`src/rtl/ras_ctrl_if.sv`:
```
// Fetch-side control-flow bundle between the fetch stage, ras_ctrl and the RAS.
// The master drives fetch/flush/retire inputs; ras_ctrl (slave) drives RAS controls and stats.
interface ras_ctrl_if;
  logic        gc_fetch_flush;
  logic        fetch_accept;
  logic [31:0] fetch_pc;
  logic        fetch_is_branch;
  logic        fetch_is_jal;
  logic        fetch_is_jalr;
  logic        fetch_is_compressed;
  logic [4:0]  fetch_rd;
  logic [4:0]  fetch_rs1;
  logic        cf_retire;

  logic        ras_push;
  logic        ras_pop;
  logic [31:0] ras_new_addr;
  logic        ras_branch_fetched;
  logic        ras_branch_retired;
  logic        use_ras_target;
  logic        fetch_stall;
  logic [31:0] stat_push;
  logic [31:0] stat_pop;
  logic [31:0] stat_ovf;

  modport master (
    output gc_fetch_flush, fetch_accept, fetch_pc, fetch_is_branch, fetch_is_jal,
           fetch_is_jalr, fetch_is_compressed, fetch_rd, fetch_rs1, cf_retire,
    input  ras_push, ras_pop, ras_new_addr, ras_branch_fetched, ras_branch_retired,
           use_ras_target, fetch_stall, stat_push, stat_pop, stat_ovf
  );

  modport slave (
    input  gc_fetch_flush, fetch_accept, fetch_pc, fetch_is_branch, fetch_is_jal,
           fetch_is_jalr, fetch_is_compressed, fetch_rd, fetch_rs1, cf_retire,
    output ras_push, ras_pop, ras_new_addr, ras_branch_fetched, ras_branch_retired,
           use_ras_target, fetch_stall, stat_push, stat_pop, stat_ovf
  );
endinterface

```
`src/rtl/ras_ctrl.sv`:
```
// RAS fetch sequencer: link-hint classification, checkpoint occupancy bound, flush recovery.
// Optional statistics counters built when RAS_CTRL_STATS_EN is defined; otherwise stat_* read 0.
module ras_ctrl #(
  parameter int MAX_IDS   = 8,
  parameter int RAS_DEPTH = 8
) (
  input logic     clk,
  input logic     rst,
  ras_ctrl_if.slave bus
);
  localparam int OCC_W = $clog2(MAX_IDS + 1);

  typedef enum logic [1:0] {
    S_RUN     = 2'd0,
    S_FLUSH   = 2'd1,
    S_RECOVER = 2'd2
  } state_t;

  state_t           r_state;
  state_t           w_state_nxt;
  logic [OCC_W-1:0] r_occ;
  logic [OCC_W-1:0] w_occ_nxt;

  logic w_run;
  logic w_live;
  logic w_cf;
  logic w_link_rd;
  logic w_link_rs1;
  logic w_push;
  logic w_pop;
  logic w_retired;
  logic w_full;
  logic w_stall;

  assign w_link_rd  = (bus.fetch_rd  == 5'd1) || (bus.fetch_rd  == 5'd5);
  assign w_link_rs1 = (bus.fetch_rs1 == 5'd1) || (bus.fetch_rs1 == 5'd5);
  assign w_full     = (r_occ == OCC_W'(MAX_IDS));

  always_ff @(posedge clk) begin
    if (rst) begin
      r_state <= S_RUN;
      r_occ   <= '0;
    end else begin
      r_state <= w_state_nxt;
      r_occ   <= w_occ_nxt;
    end
  end

  always_comb begin
    w_state_nxt = r_state;
    w_occ_nxt   = r_occ;
    w_push      = 1'b0;
    w_pop       = 1'b0;
    w_run       = (r_state == S_RUN) && !rst;
    // A flush in the same cycle discards the fetch and the retire.
    w_live      = w_run && !bus.gc_fetch_flush;
    w_cf        = w_live && bus.fetch_accept &&
                  (bus.fetch_is_branch || bus.fetch_is_jal || bus.fetch_is_jalr);
    w_retired   = w_live && bus.cf_retire && (r_occ != '0);
    w_stall     = !rst && ((r_state != S_RUN) || (w_full && !bus.cf_retire));

    if (w_cf && bus.fetch_is_jal) begin
      w_push = w_link_rd;
    end else if (w_cf && bus.fetch_is_jalr) begin
      w_push = w_link_rd;
      // rd==rs1 (both link) is a plain call: push without popping.
      w_pop  = w_link_rs1 && (!w_link_rd || (bus.fetch_rd != bus.fetch_rs1));
    end

    if (bus.gc_fetch_flush) begin
      w_state_nxt = S_FLUSH;
      w_occ_nxt   = '0;
    end else begin
      unique case (r_state)
        S_FLUSH:   w_state_nxt = S_RECOVER;
        S_RECOVER: w_state_nxt = S_RUN;
        default:   w_state_nxt = S_RUN;
      endcase
      if (w_cf && !w_retired && !w_full) begin
        w_occ_nxt = r_occ + 1'b1;
      end else if (!w_cf && w_retired) begin
        w_occ_nxt = r_occ - 1'b1;
      end
    end
  end

  assign bus.ras_push           = w_push;
  assign bus.ras_pop            = w_pop;
  assign bus.use_ras_target     = w_pop;
  assign bus.ras_new_addr       = bus.fetch_pc + (bus.fetch_is_compressed ? 32'd2 : 32'd4);
  assign bus.ras_branch_fetched = w_cf;
  assign bus.ras_branch_retired = w_retired;
  assign bus.fetch_stall        = w_stall;

`ifdef RAS_CTRL_STATS_EN
  localparam int DEP_W = $clog2(RAS_DEPTH + 1);

  logic [DEP_W-1:0] r_depth;
  logic [31:0]      r_stat_push;
  logic [31:0]      r_stat_pop;
  logic [31:0]      r_stat_ovf;
  logic             w_depth_full;

  assign w_depth_full = (r_depth == DEP_W'(RAS_DEPTH));

  // Shadow depth only mirrors push/pop; flush cycles never push or pop so it holds.
  always_ff @(posedge clk) begin
    if (rst) begin
      r_depth     <= '0;
      r_stat_push <= '0;
      r_stat_pop  <= '0;
      r_stat_ovf  <= '0;
    end else begin
      if (w_push && (r_stat_push != '1)) r_stat_push <= r_stat_push + 32'd1;
      if (w_pop  && (r_stat_pop  != '1)) r_stat_pop  <= r_stat_pop  + 32'd1;
      if (w_push && w_depth_full && (r_stat_ovf != '1)) r_stat_ovf <= r_stat_ovf + 32'd1;
      if (w_push && !w_pop && !w_depth_full) begin
        r_depth <= r_depth + 1'b1;
      end else if (w_pop && !w_push && (r_depth != '0)) begin
        r_depth <= r_depth - 1'b1;
      end
    end
  end

  assign bus.stat_push = r_stat_push;
  assign bus.stat_pop  = r_stat_pop;
  assign bus.stat_ovf  = r_stat_ovf;
`else
  logic w_unused_depth;
  assign w_unused_depth = (RAS_DEPTH > 0);
  assign bus.stat_push  = '0;
  assign bus.stat_pop   = '0;
  assign bus.stat_ovf   = '0;
`endif
endmodule

```
`src/flat_wrapper.sv`:
```
// flat-port wrapper written by rule: the top's interface ports become plain ports
module ras_ctrl_flat 
#(
  parameter int MAX_IDS   = 8,
  parameter int RAS_DEPTH = 8
)
  (clk, rst, bus_gc_fetch_flush, bus_fetch_accept, bus_fetch_pc, bus_fetch_is_branch, bus_fetch_is_jal, bus_fetch_is_jalr, bus_fetch_is_compressed, bus_fetch_rd, bus_fetch_rs1, bus_cf_retire, bus_ras_push, bus_ras_pop, bus_ras_new_addr, bus_ras_branch_fetched, bus_ras_branch_retired, bus_use_ras_target, bus_fetch_stall, bus_stat_push, bus_stat_pop, bus_stat_ovf);
  ras_ctrl_if bus_i ();
  input logic clk;
  input logic rst;
  input wire logic [$bits(bus_i.gc_fetch_flush)-1:0] bus_gc_fetch_flush;
  input wire logic [$bits(bus_i.fetch_accept)-1:0] bus_fetch_accept;
  input wire logic [$bits(bus_i.fetch_pc)-1:0] bus_fetch_pc;
  input wire logic [$bits(bus_i.fetch_is_branch)-1:0] bus_fetch_is_branch;
  input wire logic [$bits(bus_i.fetch_is_jal)-1:0] bus_fetch_is_jal;
  input wire logic [$bits(bus_i.fetch_is_jalr)-1:0] bus_fetch_is_jalr;
  input wire logic [$bits(bus_i.fetch_is_compressed)-1:0] bus_fetch_is_compressed;
  input wire logic [$bits(bus_i.fetch_rd)-1:0] bus_fetch_rd;
  input wire logic [$bits(bus_i.fetch_rs1)-1:0] bus_fetch_rs1;
  input wire logic [$bits(bus_i.cf_retire)-1:0] bus_cf_retire;
  output wire logic [$bits(bus_i.ras_push)-1:0] bus_ras_push;
  output wire logic [$bits(bus_i.ras_pop)-1:0] bus_ras_pop;
  output wire logic [$bits(bus_i.ras_new_addr)-1:0] bus_ras_new_addr;
  output wire logic [$bits(bus_i.ras_branch_fetched)-1:0] bus_ras_branch_fetched;
  output wire logic [$bits(bus_i.ras_branch_retired)-1:0] bus_ras_branch_retired;
  output wire logic [$bits(bus_i.use_ras_target)-1:0] bus_use_ras_target;
  output wire logic [$bits(bus_i.fetch_stall)-1:0] bus_fetch_stall;
  output wire logic [$bits(bus_i.stat_push)-1:0] bus_stat_push;
  output wire logic [$bits(bus_i.stat_pop)-1:0] bus_stat_pop;
  output wire logic [$bits(bus_i.stat_ovf)-1:0] bus_stat_ovf;
  assign bus_i.gc_fetch_flush = bus_gc_fetch_flush;
  assign bus_i.fetch_accept = bus_fetch_accept;
  assign bus_i.fetch_pc = bus_fetch_pc;
  assign bus_i.fetch_is_branch = bus_fetch_is_branch;
  assign bus_i.fetch_is_jal = bus_fetch_is_jal;
  assign bus_i.fetch_is_jalr = bus_fetch_is_jalr;
  assign bus_i.fetch_is_compressed = bus_fetch_is_compressed;
  assign bus_i.fetch_rd = bus_fetch_rd;
  assign bus_i.fetch_rs1 = bus_fetch_rs1;
  assign bus_i.cf_retire = bus_cf_retire;
  assign bus_ras_push = bus_i.ras_push;
  assign bus_ras_pop = bus_i.ras_pop;
  assign bus_ras_new_addr = bus_i.ras_new_addr;
  assign bus_ras_branch_fetched = bus_i.ras_branch_fetched;
  assign bus_ras_branch_retired = bus_i.ras_branch_retired;
  assign bus_use_ras_target = bus_i.use_ras_target;
  assign bus_fetch_stall = bus_i.fetch_stall;
  assign bus_stat_push = bus_i.stat_push;
  assign bus_stat_pop = bus_i.stat_pop;
  assign bus_stat_ovf = bus_i.stat_ovf;
  ras_ctrl #(.MAX_IDS(MAX_IDS), .RAS_DEPTH(RAS_DEPTH)) u_core (.clk(clk), .rst(rst), .bus(bus_i));
endmodule
```
`config.mk`:
```
export PLATFORM = sky130hd
export DESIGN_NAME = ras_ctrl_flat
export DESIGN_NICKNAME = d
export VERILOG_FILES = /design/src/rtl/ras_ctrl_if.sv /design/src/rtl/ras_ctrl.sv /design/src/flat_wrapper.sv
export SDC_FILE = /design/constraint.sdc
export NUM_CORES = 1
export LEC_CHECK = 0
export ABC_AREA = 1
export CELL_PAD_IN_SITES_DETAIL_PLACEMENT = 0
export CELL_PAD_IN_SITES_GLOBAL_PLACEMENT = 1
export CORE_MARGIN = 2
export CORE_UTILIZATION = 18
export DETAILED_ROUTE_END_ITERATION = 8
export PLACE_DENSITY_LB_ADDON = 0.1
export SLEW_MARGIN = 40
export SYNTH_ARGS = -nofsm -noshare
export SYNTH_HDL_FRONTEND = slang
export SYNTH_SLANG_ARGS = --single-unit
```
`constraint.sdc`:
```
create_clock -name clk -period 1.85 [get_ports clk]
set_input_delay 0.2775 -clock clk [delete_from_list [all_inputs] [get_ports clk]]
set_output_delay 0.2775 -clock clk [all_outputs]
set_load 0.02 [all_outputs]
```
==> results of run 1 <==
## logic make-up (layout without fill, tap and decap cells)
| logic type | Yosys count | after routing | share of synthesized area [%] |
|---|---|---|---|
| other | 1 | 96 | 0.185 |
| AOI/OAI and AO/OA | 9 | 9 | 2.90 |
| adders and majority gates | 6 | 6 | 4.44 |
| DFF | 6 | 6 | 5.92 |
| xor gates and xnor gates | 30 | 30 | 12.9 |
| buffers and inverters | 125 | 204 | 41.2 |
| and+or+nand+nor | 134 | 134 | 32.4 |
## flip-flops by register name (all words and copies together), names as in the netlist
register / flops
u_core.r_occ: 4
u_core.r_state: 2
## worst max-delay path, cell delays in order
cell,delay [ns]
sky130_fd_sc_hd__buf_8,0.08
sky130_fd_sc_hd__inv_4,0.04
sky130_fd_sc_hd__buf_6,0.11
sky130_fd_sc_hd__fa_2,0.39
sky130_fd_sc_hd__nand2_2,0.09
sky130_fd_sc_hd__nor2_4,0.05
sky130_fd_sc_hd__nand2_4,0.09
sky130_fd_sc_hd__nor2_4,0.05
sky130_fd_sc_hd__buf_4,0.12
sky130_fd_sc_hd__buf_6,0.10
sky130_fd_sc_hd__xor2_1,0.14
sky130_fd_sc_hd__buf_4,0.16
## how the worst max path moves through the flow
stage                                   end  slack (ns)  depth (start not counted)
3_3_place_gp           bus_ras_new_addr[25]       -1.05                         11
4_1_cts                bus_ras_new_addr[17]       -0.24                         12
6_report                bus_ras_new_addr[9]       -0.14                         12
5_1_grt                bus_ras_new_addr[18]       -0.22                         13
3_5_place_dp           bus_ras_new_addr[17]       -1.05                         11
2_1_floorplan  u_core.r_occ[3]$_SDFFE_PP0P_       -0.05                         10
## synth_stat cells
library cell	count
sky130_fd_sc_hd__buf_4	98
sky130_fd_sc_hd__nand2_1	45
sky130_fd_sc_hd__nor2_1	35
sky130_fd_sc_hd__inv_1	25
sky130_fd_sc_hd__xor2_1	19
sky130_fd_sc_hd__nand3_1	16
sky130_fd_sc_hd__xnor2_1	11
sky130_fd_sc_hd__nor3_1	10
sky130_fd_sc_hd__nand4_1	9
sky130_fd_sc_hd__dfxtp_1	6
sky130_fd_sc_hd__ha_1	4
sky130_fd_sc_hd__o21ai_0	4
sky130_fd_sc_hd__a21oi_1	3
sky130_fd_sc_hd__nor2_2	3
sky130_fd_sc_hd__nor2_4	3
sky130_fd_sc_hd__nor3_2	3
sky130_fd_sc_hd__fa_1	2
sky130_fd_sc_hd__inv_2	2
sky130_fd_sc_hd__nand3b_1	2
sky130_fd_sc_hd__nand4_2	2
sky130_fd_sc_hd__a21oi_4	1
sky130_fd_sc_hd__and3_1	1
sky130_fd_sc_hd__conb_1	1
sky130_fd_sc_hd__nand2_2	1
sky130_fd_sc_hd__nand2_4	1
sky130_fd_sc_hd__nand3_2	1
sky130_fd_sc_hd__nor3b_1	1
sky130_fd_sc_hd__o211ai_1	1
sky130_fd_sc_hd__or2_2	1
## metrics by stage
step           hold slack, ns  TNS, ns
3_3_place_gp            0.420   -30.14
6_report                0.424   -0.960
5_1_grt                 0.449    -2.45
4_1_cts                 0.439    -1.76
3_5_place_dp            0.433   -30.11
2_1_floorplan           0.349  -0.0495
## per-layer routing
metal | routed length, µm | up-vias | track usage [%]
li1 | - | 1134 | -
met1 | 2740 | 969 | 12.9
met2 | 3740 | 95 | 21.3
met3 | 467 | 2 | 0.882
met4 | 12 | 0 | 1.61
met5 | 0 | - | 0
## cell type report
class | count | area (µm²) | share of cell area (%)
Multi-Input combinational cell | 275 | 1870 | 49.6
Timing Repair Buffer | 174 | 1420 | 37.6
Clock buffer | 3 | 75.1 | 1.99
Inverter | 27 | 111 | 2.95
Sequential cell | 6 | 123 | 3.25
Tap cell | 140 | 175 | 4.64
## timing repair
| action | 4_1_cts | 5_1_grt |
|---|---|---|
| setup endpoints to repair | 40 | 30 |
| gates resized for setup | 309 | 53 |
| setup buffers | 14 | 10 |
| pin swaps | 59 | 44 |
## report_power, final
group          total (mW)  internal [mW]  leakage, nW  switching (mW)
Clock               0.348          0.277       0.0370          0.0708
Sequential          0.137          0.134       0.0497         0.00295
Combinational       0.738          0.288         1.86           0.450
Total                1.22          0.699         1.94           0.524
==> results by stage, run 1 <==
Worst setup path:
- The source of the critical timing path is bus_fetch_is_compressed.
- The destination of the worst register-to-register timing path is u_core.r_occ[3]$_SDFFE_PP0P_.
- In this run the critical register-to-register path is launched from u_core.r_state[1]$_SDFF_PP0_.
- The logic depth of the worst register-to-register path is 11.
- The critical path is of the input port to output port type.
- The maximum fanout count along the critical path is 4.
- At the worst endpoint, the arrival time is between 1.5 and 2 ns.
- Setup slack on the worst reg-to-reg path comes out at 0.12 ns.
- The launching element type of the critical path is an input port.
- STA puts the critical path data required time at 1.57 ns.
- The kind of end point of the critical path is an output port.

Clock network:
- The tree is rooted in a sky130_fd_sc_hd__clkbuf_16.
- Counting along the longest clock path gives a buffer depth of 2.
- The clock transition time at the flip-flop clock pins of the worst setup and hold paths is about 0.04 ns.
- Clock tree synthesis inserted a total of 3 buffers.
- For the worst-skew pair, the clock arrives at the later sink with an insertion delay of 0.23 ns.
- The clock drives 6 sinks.
- In this run the number of H-tree levels came out at 1.
- For this design, the CTS-stage hold fixing added 0 buffers.
- The TritonCTS clock tree is built.

Layout:
- In the layout the commonest cells are 97 x sky130_fd_sc_hd__buf_4, 96 x sky130_fd_sc_hd__conb_1, 28 x sky130_fd_sc_hd__nand2_1, 18 x sky130_fd_sc_hd__nor2_1, 18 x sky130_fd_sc_hd__buf_6.
- The post-route netlist has ~49% of its cells at a drive strength greater than 1.
- Leaving out fill and tap cells, the most frequent cell in the layout is sky130_fd_sc_hd__buf_4.
- The count of cells in the finished layout, fillers not included, comes to 625.
- Summing all non-filler instances in the final layout gives an area of between 0.003 and 0.004 mm².
- The number of inserted diodes is 0.
- The number of inserted filler cells in the final layout is around 1,200.
- The layout overhead on the synthesized area is 86.1%.
- The core occupancy in the finished layout is about a third.
- The net count of the finished layout is between 500 and 600.

Synth:
- The library cell with the largest summed area after synthesis is sky130_fd_sc_hd__buf_4.
- The share of synthesized area in the top cell type comes to 36.3%.
- Each instance of the synthesized netlist takes up on average 6.53 µm².
- Yosys printed 0 warnings.
- Ranked by total cell area, the synthesized netlist is headed by sky130_fd_sc_hd__buf_4 36%, sky130_fd_sc_hd__nand2_1 8.3%, sky130_fd_sc_hd__xor2_1 8.2%.
- In the synthesized netlist, the number of instances is between 300 and 400.
- In this run the cell area of the synthesized design comes to just over 0.002 mm².
- Summing the sequential cell areas from Yosys gives roughly 6% of the chip area.
- The netlist uses 29 different library cells.
- In this run, synthesis produced a sequential element count of 6.

Floorplan:
- The number of rows created at floorplan is 38.
- The die is approximately 110 µm tall.
- The area inside the core boundary is 0.0109 mm².
- The initial utilization of the core area, before any placement, comes to approximately 19%.
- Pin placement for this block handled around 190 I/O pins.
- The die area is 0.0121 mm².
- The die width is roughly 110 µm.

STA:
- Setup repair after global routing could not meet its margin everywhere.
- The number of setup violations in the final report is 14.
- For this run, the top clock speed supported by timing is 502 MHz.
- The final worst-path setup slack is -0.142 ns.
- The max-slew violation count came to 0.
- The part of the cycle the worst path needs is 108%.
- The minimum period implied by the final worst setup slack is between 1.5 and 2 ns.
- The final hold violation count is 0.
- The clock arrives with around 0.0042 ns of skew.

Worst hold path:
- The worst hold path begins at u_core.r_state[1]$_SDFF_PP0_.
- The worst hold-check path type is flop to flop.
- The endpoint of the worst hold path is u_core.r_state[1]$_SDFF_PP0_.
- Counting instances, the worst hold path has a depth of 1.

Place:
- Routability-driven placement finished with a final weighted congestion of just under 0.8.
- The count of buffers added on input and output ports is 86.
- The wire-length estimate of the detail-placed layout is roughly 6000 µm.
- The placed instances occupy a cell area of ~0.0032 mm².
- OpenSTA, run right after detailed placement, puts the worst setup slack at -1.05 ns.
- The number of placed cells counting well taps is ~600.

Power:
- The maximum ir drop on the vdd rail is 0.461 mV.
- The power density over the cells is between 300 and 400 mW/mm².
- Overall power consumption after layout is estimated at between 1 and 1.5 mW.
- The leakage component of the power is slightly below 2 nW.

Route:
- The detail route stage leaves a number of antenna-violating nets equal to 0.
- The detailed router finished its first iteration with 50 violations.
- Using the TritonRoute via totals, the vias-per-cell ratio works out to around 3.5.
- The DRC violation count after routing is 0.
- The average wire per standard cell is 11.1 µm.
- After detailed routing, the total wire length is between 6000 and 7000 µm.
- The total via count after detailed routing is 2,200.
- The first-pass iteration count of the detailed router is 4.

Global route:
- The overall track demand over capacity in global routing is 10.8%.
- The remaining global-route overflow is 0.
- Entering global routing, the biggest net connects 6 pins.
- The number of global-route vias before repair is between 2,000 and 2,500.
- The global-route wire length before repair is about 10,000 µm.
- The number of antenna violations at the first check in global routing came to 0.

Run status:
- The run finished, with violations left.
- The checks that failed: setup timing.

Run:
- The count of maximum capacitance violations is 0.
Power figures use the tool's default switching activity.
==> run 2: changes to the inputs <==
- CTS_CLUSTER_DIAMETER: not set -> 200
==> results of run 2 <==
The final DEF is identical to that of run 1; final timing and power are the same.
